### src/rtl/sensor_snapshot_regs.sv
// Sensor register bank: live capture, atomic shadow snapshot,
// per-channel staleness and a byte-wide burst read port.
module sensor_snapshot_regs #(
  parameter int NUM_CH      = 16,
  parameter int CH_BYTES    = 2,
  parameter int ADDR_W      = 8,
  parameter int STALE_LIMIT = 250
) (
  input  logic                         clk,
  input  logic                         rst_n,
  input  logic [NUM_CH*CH_BYTES*8-1:0] ch_data,
  input  logic [NUM_CH-1:0]            ch_valid,
  input  logic                         snap_req,
  output logic                         snap_ack,
  output logic [7:0]                   snap_seq,
  input  logic                         rd_start,
  input  logic [ADDR_W-1:0]            rd_addr,
  input  logic                         rd_next,
  input  logic                         rd_stop,
  output logic                         burst_active,
  output logic [7:0]                   rd_data,
  output logic                         rd_valid
);

  localparam int CW       = CH_BYTES * 8;
  localparam int NB       = NUM_CH * CH_BYTES;
  localparam int SB       = (NUM_CH + 7) / 8;
  localparam int MAP_SIZE = 1 + NB + SB;
  localparam int AGE_W    = $clog2(STALE_LIMIT + 1);
  localparam logic [AGE_W-1:0] LIM_A = AGE_W'(STALE_LIMIT);

  typedef enum logic {IDLE, PENDING} state_e;

  state_e state_q, state_d;

  logic [NUM_CH-1:0][CW-1:0]    live_q, live_d;
  logic [NUM_CH-1:0][CW-1:0]    shadow_q, shadow_d;
  logic [NUM_CH-1:0][AGE_W-1:0] age_q, age_d;
  logic [NUM_CH-1:0]            stale_d;
  logic [NUM_CH-1:0]            shst_q, shst_d;
  logic [7:0]                   seq_q, seq_d;
  logic                         snap_ack_q, snap_ack_d;
  logic                         burst_q, burst_d;
  logic [ADDR_W-1:0]            ptr_q, ptr_d;
  logic [7:0]                   rd_data_q, rd_data_d;
  logic                         rd_valid_q, rd_valid_d;

  logic                         do_copy;
  logic                         rd_fire;
  logic [ADDR_W-1:0]            raddr;
  logic [NUM_CH-1:0][CW-1:0]    src_sh;
  logic [SB*8-1:0]              stale_pad;
  logic [7:0]                   src_seq;
  logic [7:0]                   rd_byte;

  always_comb begin : capture
    for (int c = 0; c < NUM_CH; c++) begin
      live_d[c] = live_q[c];
      age_d[c]  = age_q[c];
      if (ch_valid[c]) begin
        live_d[c] = ch_data[c*CW +: CW];
        age_d[c]  = '0;
      end else if (age_q[c] != LIM_A) begin
        age_d[c] = age_q[c] + AGE_W'(1);
      end
      stale_d[c] = (age_d[c] == LIM_A);
    end
  end

  always_comb begin : snap_fsm
    state_d = state_q;
    do_copy = 1'b0;
    unique case (state_q)
      IDLE: begin
        if (snap_req) begin
          if (!burst_q || rd_stop) do_copy = 1'b1;
          else state_d = PENDING;
        end
      end
      PENDING: begin
        if (rd_stop) begin
          do_copy = 1'b1;
          state_d = IDLE;
        end
      end
    endcase
    shadow_d   = do_copy ? live_d : shadow_q;
    shst_d     = do_copy ? stale_d : shst_q;
    seq_d      = do_copy ? seq_q + 8'd1 : seq_q;
    snap_ack_d = do_copy;
  end

  // A starting burst sees a same-edge copy; an ongoing one never does.
  always_comb begin : rd_mux
    src_sh    = rd_start ? shadow_d : shadow_q;
    src_seq   = rd_start ? seq_d : seq_q;
    stale_pad = '0;
    stale_pad[NUM_CH-1:0] = rd_start ? shst_d : shst_q;
    raddr   = rd_start ? rd_addr : ptr_q;
    rd_byte = '0;
    if (raddr == '0) rd_byte = src_seq;
    for (int c = 0; c < NUM_CH; c++) begin
      for (int b = 0; b < CH_BYTES; b++) begin
        if (raddr == ADDR_W'(1 + c*CH_BYTES + b))
          rd_byte = src_sh[c][(CH_BYTES-1-b)*8 +: 8];
      end
    end
    for (int k = 0; k < SB; k++) begin
      if (raddr == ADDR_W'(1 + NB + k))
        rd_byte = stale_pad[k*8 +: 8];
    end
  end

  always_comb begin : rd_ctl
    rd_fire    = rd_start | (rd_next & burst_q);
    rd_valid_d = rd_fire;
    rd_data_d  = rd_fire ? rd_byte : rd_data_q;
    ptr_d      = ptr_q;
    if (rd_fire) begin
      if (raddr == ADDR_W'(MAP_SIZE - 1)) ptr_d = '0;
      else ptr_d = raddr + ADDR_W'(1);
    end
    burst_d = burst_q;
    unique case (1'b1)
      rd_start: burst_d = 1'b1;
      rd_stop:  burst_d = 1'b0;
      default:  burst_d = burst_q;
    endcase
  end

  always_ff @(posedge clk or negedge rst_n) begin
    if (!rst_n) begin
      state_q    <= IDLE;
      live_q     <= '0;
      shadow_q   <= '0;
      age_q      <= {NUM_CH{LIM_A}};
      shst_q     <= '1;
      seq_q      <= '0;
      snap_ack_q <= 1'b0;
      burst_q    <= 1'b0;
      ptr_q      <= '0;
      rd_data_q  <= '0;
      rd_valid_q <= 1'b0;
    end else begin
      state_q    <= state_d;
      live_q     <= live_d;
      shadow_q   <= shadow_d;
      age_q      <= age_d;
      shst_q     <= shst_d;
      seq_q      <= seq_d;
      snap_ack_q <= snap_ack_d;
      burst_q    <= burst_d;
      ptr_q      <= ptr_d;
      rd_data_q  <= rd_data_d;
      rd_valid_q <= rd_valid_d;
    end
  end

  assign snap_ack     = snap_ack_q;
  assign snap_seq     = seq_q;
  assign burst_active = burst_q;
  assign rd_data      = rd_data_q;
  assign rd_valid     = rd_valid_q;

endmodule
### config.mk
export PLATFORM = sky130hd
export DESIGN_NAME = sensor_snapshot_regs
export DESIGN_NICKNAME = d
export VERILOG_FILES = /design/src/rtl/sensor_snapshot_regs.sv
export SDC_FILE = /design/constraint.sdc
export NUM_CORES = 1
export LEC_CHECK = 0
export BUFFER_PORTS_ARGS = -buffer_cell sky130_fd_sc_hd__buf_2
export CAP_MARGIN = 10
export CORE_UTILIZATION = 54
export CTS_CLUSTER_SIZE = 12
export DETAILED_ROUTE_END_ITERATION = 6
export HOLD_SLACK_MARGIN = 0.06
export PLACE_DENSITY = 0.76
export SYNTH_ARGS = -nofsm -noshare
export SYNTH_HDL_FRONTEND = slang
export SYNTH_SLANG_ARGS = --single-unit
### constraint.sdc
create_clock -name clk -period 2.83 [get_ports clk]
set_input_delay 0.566 -clock clk [delete_from_list [all_inputs] [get_ports clk]]
set_output_delay 0.566 -clock clk [all_outputs]
set_load 0.005 [all_outputs]
# Word level (Yosys, flattened, before mapping)
# Cells that the tools add are included.
totals:
  in_bits: 286
  register_bits: 684
  output_inout_bits: 19
classes:
  bitwise: 3
  n_reduce_logical: 4
  mux: 100
  eq_ne: 66
  n_addsub: 18
op_table:
  columns: ["operator", "n"]
  rows:
  - ["8-bit 2-to-1 mux", 71]
  - ["256-bit 2-to-1 mux", 2]
  - ["16-bit 2-to-1 mux", 18]
  - ["8-bit by 1-bit adder with 8-bit output (second input constant)", 18]
  - ["8-bit by 5-bit == test with 1-bit output (second input constant)", 16]
  - ["8-bit == test (second input constant)", 16]
  - ["8-bit inequality test (second input constant)", 16]
  - ["8-bit by 4-bit == test with 1-bit output (second input constant)", 8]
  - ["8-bit by 3-bit == test with 1-bit output (second input constant)", 4]
  - ["8-bit by 6-bit == test with 1-bit output (second input constant)", 3]
  - ["8-bit by 2-bit == test with 1-bit output (second input constant)", 2]
  - ["8-bit by 1-bit == test with 1-bit output (second input constant)", 1]
  - ["8-bit zero test", 1]
  - ["1-bit 2-to-1 mux", 6]
  - ["1-bit one-hot mux with 2 select lines", 3]
  - ["2-bit nonzero test", 1]
  - ["1-bit AND", 1]
  - ["1-bit zero test", 1]
  - ["1-bit logical OR", 1]
  - ["1-bit inverter", 1]
  - ["1-bit OR", 1]

# Depth between registers and ports, before layout
# Gate-level depths: netlist (run 1).
depth:
  depth_word: 42
  mapped_depth: 15

# Least setup slack after synthesis (run 1)
# No wires, ideal clock.
synth_path:
  path_type: "input port to flip-flop"
  start: "input rd_start"
  end: "register rd_data_q[6], in the netlist rd_data[6]"
  path_stages: 12
  t_arrival_ps: 3203
  required_ps: 2697
  path_buffers: 4
  setup_ps: 133
  setup_slack_ps: -505
  cell_sequence: "buf_4 buf_2 mux2i_1 ha_1 clkbuf_1 clkbuf_1 nand3_4 a211oi_2 a31oi_1 or4_1 nor4b_1 o211ai_1"
synth_between:
  elab_chain_cells: 37
  elab_cells_between_ends: 75
  cone_classes: "eq/ne (34); mux (39); bitwise (1); reduce/logical (1)"
synth_rtl:
  columns: ["item", "line_no", "rtl"]
  rows:
  - ["from (decl)", "16", "input logic rd_start,"]
  - ["8-bit 2-to-1 mux", "99", "raddr = rd_start ? rd_addr : ptr_q;"]
  - ["8-bit zero test", "101", "if (raddr == '0) rd_byte = src_seq;"]
  - ["8-bit 2-to-1 mux", "101", null]
  - ["8-bit 2-to-1 mux (32 in a row)", "104", "if (raddr == ADDR_W'(1 + c*CH_BYTES + b))"]
  - ["8-bit 2-to-1 mux (2 in a row)", "109", "if (raddr == ADDR_W'(1 + NB + k))"]
  - ["to (signal assigned)", "154", "rd_data_q <= rd_data_d;"]
  - ["to (decl)", "45", "logic [7:0] rd_data_q, rd_data_d;"]
# Several ways; a longest one is shown, not always the timed one.
# A chain may end at the register's enable or synchronous reset.

# Worst setup path after layout (run 1)
layout_path:
  start: "register ptr_q[1]"
  end: "register rd_data_q[7], in the netlist rd_data[7]"
layout_between:
  elab_chain_cells: 37
  elab_cells_between_ends: 71
  cone_classes: "eq/ne (34); mux (36); reduce/logical (1)"
layout_rtl:
  columns: ["item", "line_no", "rtl"]
  rows:
  - ["from (decl)", "44", "logic [ADDR_W-1:0] ptr_q, ptr_d;"]
  - ["from (signal assigned)", "153", "ptr_q <= ptr_d;"]
  - ["8-bit 2-to-1 mux (*)", "99", null]
  - ["8-bit zero test", "101", null]
  - ["8-bit 2-to-1 mux", "101", null]
  - ["8-bit 2-to-1 mux (32 in a row)", "104", null]
  - ["8-bit 2-to-1 mux", "109", null]
  - ["8-bit 2-to-1 mux (*)", "109", null]
# Mark *: on every way between the ends. The rest lies on a longest branch, timed or not.

==> run metrics, run 1 <==
status finished with violations; failing checks negative setup slack; placed insts about 5.1k; Ys Warns 0; DRC viols 0; via total after detailed routing 31.2k; Total GRT Usage 0.380; crit path DAT between 3000 and 4000 ps; Max-slew headroom 0.495; pin count of the biggest net entering global routing about 140; CTS max path bufs 3; Setup crit end kind flip-flop; clock sink count between 600 and 700; sequential fraction of the synthesis area 0.502; final net count 4669; hold path endpoint burst_active; final worst-path cycle share 1.04; CP Buf/Inv Count 4; initial antenna violation count 1; critical path class reg -> reg; fillcell total 4493; critical path startpoint ptr_q[1]; Non-Filler Instances around 5.3k; leakage a little over 20 nW; Clk pin slew, worst setup/hold paths roughly 60 ps; cell mode on critical path o211ai_1; Critical Path Start Type flip-flop; EDFF count, synth 0; layout cells sized above 1 0.364; row count between 90 and 100; Reg area around 17000 sq um; Die Ht around 250 microns; Hold Crit Start rd_stop; Clock Skew ~17 ps; VDD IR max 0.749 mV; H-tree depth 3; final wirelength between 100000 and 150000 microns; PnR worst setup slack -114 ps; vias per cell 5.94; PortBufs slightly above 300; number of CTS-inserted buffers 76; first-pass GRT wire length ~180000 microns; vias in the first global route between 30k and 40k; final setup fails 8; Initial Util 0.546; WL per Instance between 20 and 25 microns; CP required between 3000 and 4000 ps; Die Wd 254 microns; R2R depth 13; DRT iter0 DRCs approximately 3.1k; Power Dens Cells roughly 600 nW/um^2; CP top delay family compound AO/OA/AOI/OAI gates; slew at the pin closest to its max-slew limit 758 ps; Max Fclk 340 MHz; fin. max-slew vios 0; Post-synth ARST share 1.00; clk root buf clkbuf_16; grt total ovfl 0; flop2flop setup slack -110 ps; Slowest cell on crit path dfrtp_1; io pins slightly above 300; Pwr Total around 28 mW; worst r2r src ptr_q[1]; crit-path cells mux2i_4 -> inv_2 -> buf_6 -> ha_4 -> o211ai_1 -> clkbuf_16 -> buf_4 -> nor2_4 -> a211oi_4 -> o31ai_2 -> a31oi_2 -> o211ai_1 -> a211o_1; hold crit path type in -> reg; Mapped Area 34300 sq um; RSZ-0062 raised after global routing yes; synth unique cells 93; Worst-Skew Late Latency between 600 and 700 ps; Synth-to-Final Area Change 31.6%; #FFs+latches synth 684; hpwl dp about 92000 microns; Hold Fails Final Rpt 0; Final min period between 2000 and 3000 ps; maxcap violations 0; die area roughly 65000 sq um; FF-to-FF End rd_data[7]; Multi-input gate area ~17000 sq um; Hold Path Depth 2; CTS tree done; Gate Count Post-Synth between 3k and 4k; syn nets 3809; Worst path max stage delay between 400 and 500 ps; Primary FF master, synth dfrtp_1; syn_area_per_cell 9.85 sq um; router iterations before antenna repair 6; Core Footprint between 60000 and 70000 sq um; Post-DRT Antenna Nets 0; CP max FO 8; RePlAce Congestion roughly 1.0
==> worst register-to-register path: stages, from the launching register on <==
cell and delay (ps):
dfrtp_1 420, mux2i_4 200, inv_2 90, buf_6 130, ha_4 170, o211ai_1 180, clkbuf_16 240, buf_4 130
nor2_4 40, a211oi_4 310, o31ai_2 150, a31oi_2 260, o211ai_1 200, a211o_1 300
==> placed cells by master, fill, tap and decap left out, drive strengths merged, types with 13 or more instances in the layout <==
cell type and n:
dfstp 112, xnor2 60, xor2 45, o22ai 13, nor4 32, clkbuf 112, o21ai 215, nor3 92
nand3 130, a211oi 52, ha 37, a21oi 121, or3 34, a211o 17, and3 16, nor2 265
nand2 559, a31oi 39, o211ai 49, dfrtp 572, nor2b 18, inv 136, nand4 24, a2111oi 21
o31ai 30, buf 989, mux2 231, mux2i 168
==> through the flow <==
stage	utilization	setup WS [ps]	area, sq um	hold WS (ps)	TNS (ps)
after global placement	0.660	-836	41600	453	-4970
after CTS	0.713	-34.4	44900	153	-65.4
after global routing	0.718	-186	45200	162	-1160
after detailed placement	0.660	-775	41600	455	-5240
after floorplan	-	-43.6	34500	270	-108
final	0.718	-114	45200	171	-521
==> cells in the mapped netlist, drive strengths merged (39+ instances only) <==
| cell | number | area (sq um) |
|---|---|---|
| nand2 | 559 | 2100 |
| dfstp | 112 | 2940 |
| xor2 | 45 | 394 |
| o21ai | 215 | 1080 |
| clkbuf | 109 | 409 |
| mux2 | 231 | 2600 |
| a31oi | 39 | 244 |
| nand3 | 130 | 678 |
| buf | 100 | 460 |
| mux2i | 168 | 1690 |
| xnor2 | 60 | 526 |
| nor3 | 92 | 465 |
| a21oi | 121 | 628 |
| o211ai | 49 | 368 |
| inv | 132 | 495 |
| dfrtp | 572 | 14300 |
| a211oi | 52 | 400 |
| nor2 | 265 | 1000 |
==> registers in the layout, summed over array words and instances (netlist names) <==
register      flops
burst_active      1
live_q          256
rd_valid          1
ptr_q             8
snap_seq          8
state_q           1
shst_q           16
rd_data           8
age_q           128
shadow_q        256
snap_ack          1
==> layer usage <==
metal | vias up | global-route usage | share of wire
met2 | 1448 | 0.620 | 0.47
met1 | 15400 | 0.497 | 0.41
met5 | - | 0 | 0
met3 | 329 | 0.0561 | 0.068
li1 | 14000 | - | -
met4 | 0 | 0.186 | 0.049
==> where the power goes <==
| part | switching (mW) | internal, mW | leakage, nW | total [mW] |
|---|---|---|---|---|
| clock network | 4.18 | 6.11 | 1.26 | 10.3 |
| registers | 0.711 | 11.0 | 8.00 | 11.7 |
| logic | 3.26 | 2.43 | 11.2 | 5.69 |
==> repair_timing <==
item,CTS,global route
setup buffers,11,13
hold buffers,1,0
setup endpoints to repair,8,8
pin swaps,36,29
hold endpoints to repair,20,0
gates resized for setup,144,51
==> layout make-up <==
cell class	count	area share
sequential	684	0.382
multi-input combinational	2461	0.366
timing repair buffer	991	0.160
clock buffer	111	0.0492
tap	846	0.0234
inverter	132	0.0111
clock inverter	26	0.00767
antenna	1	0.0000554
==> cells by family after synthesis <==
logic type               Yosys count  synth area share
adder cells (fa/ha/maj)           37            0.0135
flip-flops                       684             0.502
AND/OR/NAND/NOR                 1243             0.164
XOR/XNOR                         105            0.0268
buffers and inverters            341            0.0397
multiplexers                     399             0.125
AO/OA/AOI/OAI                    677             0.129
==> worst max path at each step <==
stage / cells past startpoint / slack [ps] / endpoint
3_3_place_gp: 13 / -840 / rd_data[2]
3_5_place_dp: 12 / -780 / rd_data[4]
6_report: 13 / -110 / rd_data[7]
4_1_cts: 10 / -30 / rd_data[6]
2_1_floorplan: 15 / -40 / rd_data[6]
5_1_grt: 14 / -190 / rd_data[4]
No activity file was read; power rests on OpenSTA's default activity.
==> run 2, diff against run 1 <==
--- a/config.mk
+++ b/config.mk
@@ -12,6 +12,7 @@
 export DETAILED_ROUTE_END_ITERATION = 6
 export HOLD_SLACK_MARGIN = 0.06
 export PLACE_DENSITY = 0.76
+export SETUP_SLACK_MARGIN = 0.02
 export SYNTH_ARGS = -nofsm -noshare
 export SYNTH_HDL_FRONTEND = slang
 export SYNTH_SLANG_ARGS = --single-unit
==> run metrics, run 2 (same netlist as run 1, synthesis figures left out) <==
status finished with violations (unchanged); failing checks negative setup slack (unchanged); vias per cell 6.03 (was 5.94); slew at the pin closest to its max-slew limit 711 ps (was 758 ps); CP required 3330 ps (was 3340 ps); layout cells sized above 1 0.366 (was 0.364); DRT iter0 DRCs 3447 (was 3142); crit path DAT 3460 ps (about the same); CTS max path bufs 3 (unchanged); grt total ovfl 0 (unchanged); clock sink count 684 (unchanged); number of CTS-inserted buffers 76 (unchanged); row count 92 (unchanged); PortBufs 304 (unchanged); leakage 20.4 nW (was 20.5 nW); Core Footprint 63000 sq um (unchanged); Synth-to-Final Area Change 31.5% (was 31.6%); via total after detailed routing 31.7k (was 31.2k); DRC viols 0 (unchanged); PnR worst setup slack -131 ps (was -114 ps); hold crit path type in -> reg (unchanged); WL per Instance 23.3 microns (was 23.4 microns); fin. max-slew vios 0 (unchanged); H-tree depth 3 (unchanged); final setup fails 6 (was 8); CP max FO 4 (was 8); vias in the first global route 31.6k (was 31.1k); maxcap violations 0 (unchanged); initial antenna violation count 3 (was 1); commonest non-fill, non-tap cell in the layout buf_4 (unchanged); critical path class reg -> reg (unchanged); first-pass GRT wire length 184000 microns (about the same); final worst-path cycle share 1.05 (was 1.04); RSZ-0062 raised after global routing yes (unchanged); router iterations before antenna repair 6 (unchanged); clk root buf clkbuf_16 (unchanged); most frequent cells in the layout buf_4, dfrtp_1, nand2_1 (unchanged); largest registers live_q (256), shadow_q (256), age_q (128) (unchanged); Final min period 2960 ps (was 2940 ps); Initial Util 0.546 (unchanged); CTS tree done (unchanged); io pins 305 (unchanged); RePlAce Congestion 1.09 (was 1.03); Power Dens Cells 609 nW/um^2 (was 613 nW/um^2); Worst-Skew Late Latency 640 ps (was 630 ps); die area 64600 sq um (unchanged); Clock Skew 20.9 ps (was 16.9 ps); final net count 4662 (was 4669); Die Wd 254 microns (unchanged); Critical Path Start Type flip-flop (unchanged); Die Ht 254 microns (unchanged); R2R depth 10 (was 13); Total GRT Usage 0.378 (was 0.380); final wirelength 122000 microns (was 123000 microns); hpwl dp 91200 microns (was 92200 microns); Hold Fails Final Rpt 0 (unchanged); Hold Path Depth 2 (unchanged); Pwr Total 27.5 mW (was 27.7 mW); pin count of the biggest net entering global routing 102 (was 142); Max-slew headroom 0.521 (was 0.495); VDD IR max 0.710 mV (was 0.749 mV); Post-DRT Antenna Nets 0 (unchanged); Clk pin slew, worst setup/hold paths 60 ps (about the same); Setup crit end kind flip-flop (unchanged); Max Fclk 338 MHz (was 340 MHz); Setup TNS -495 ps (was -521 ps)
[run 2: cell count changes in the layout (fill, tap and decap cells not counted), moves of 3 or more]
cell and delta:
nand3_1 -7, clkbuf_1 +6, nand3_2 +5, buf_12 -4, a2111oi_1 +3, buf_6 -3
ha_4 -3, mux2i_4 +3, nor4_4 +3, o221ai_1 -3, o221ai_2 +3
[run 2: worst paths after layout]
kind | slack [ps] | start | to
setup / recovery | -130 | ptr_q[6] | rd_data[6]
hold / removal | 170 | ch_data[223] | live_q[223]
setup reg to reg | -130 | ptr_q[6] | rd_data[6]
hold reg to reg | 470 | shadow_q[157] | shadow_q[157]
max in group asynchronous | 1370 | rst_n | age_q[21]
min in group asynchronous | 500 | rst_n | live_q[249]
[run 2: power breakdown]
group | internal [mW] | leakage, nW | switching, mW
Combinational | 2.43 | 11.2 | 3.28
Sequential | 11.0 | 8.00 | 0.746
Clock | 5.85 | 1.21 | 4.18
Total | 19.3 | 20.4 | 8.21
[run 2: per-stage QoR]
| step | util | hold slack (ps) | worst slack [ps] | instance area [sq um] | instances |
|---|---|---|---|---|---|
| 5_1_grt | 0.717 | 171 | -165 | 45100 | 5247 |
| 2_1_floorplan | - | 270 | -27.6 | 34500 | 3486 |
| 3_3_place_gp | 0.658 | 451 | -770 | 41400 | 5078 |
| 6_report | 0.717 | 174 | -131 | 45200 | 5250 |
| 3_5_place_dp | 0.658 | 459 | -814 | 41400 | 5078 |
| 4_1_cts | 0.708 | 149 | -49.0 | 44600 | 5235 |
[run 2: critical path: stages, from the launching register on]
cell,delay (ps)
dfrtp_2,440
or4_4,600
a21oi_4,260
buf_12,150
nand3_4,80
a211oi_2,260
a31oi_2,80
or4_4,450
nor4b_4,260
buf_4,170
o211ai_1,70
[run 2: metal layers]
metal,wire length [microns],global-route usage
met1,47900,0.485
met2,56700,0.605
met3,10100,0.0689
met4,7650,0.213
met5,17,0
[run 2: layout make-up]
class	count	area, sq um
Clock inverter	26	295
Timing Repair Buffer	984	7140
Inverter	132	508
Antenna cell	3	7.51
Tap cell	846	1060
Clock buffer	114	2200
Sequential cell	684	17300
Fill cell	4490	17800
Multi-Input combinational cell	2461	16700
[run 2: timing repair]
item / in CTS / in global routing
pin swaps: 37 / 21
gates resized for setup: 120 / 87
gates cloned: 0 / 1
endpoints found under the hold margin: 30 / 0
endpoints found under the setup margin: 8 / 32
hold buffers: 1 / 0
setup buffers: 16 / 11
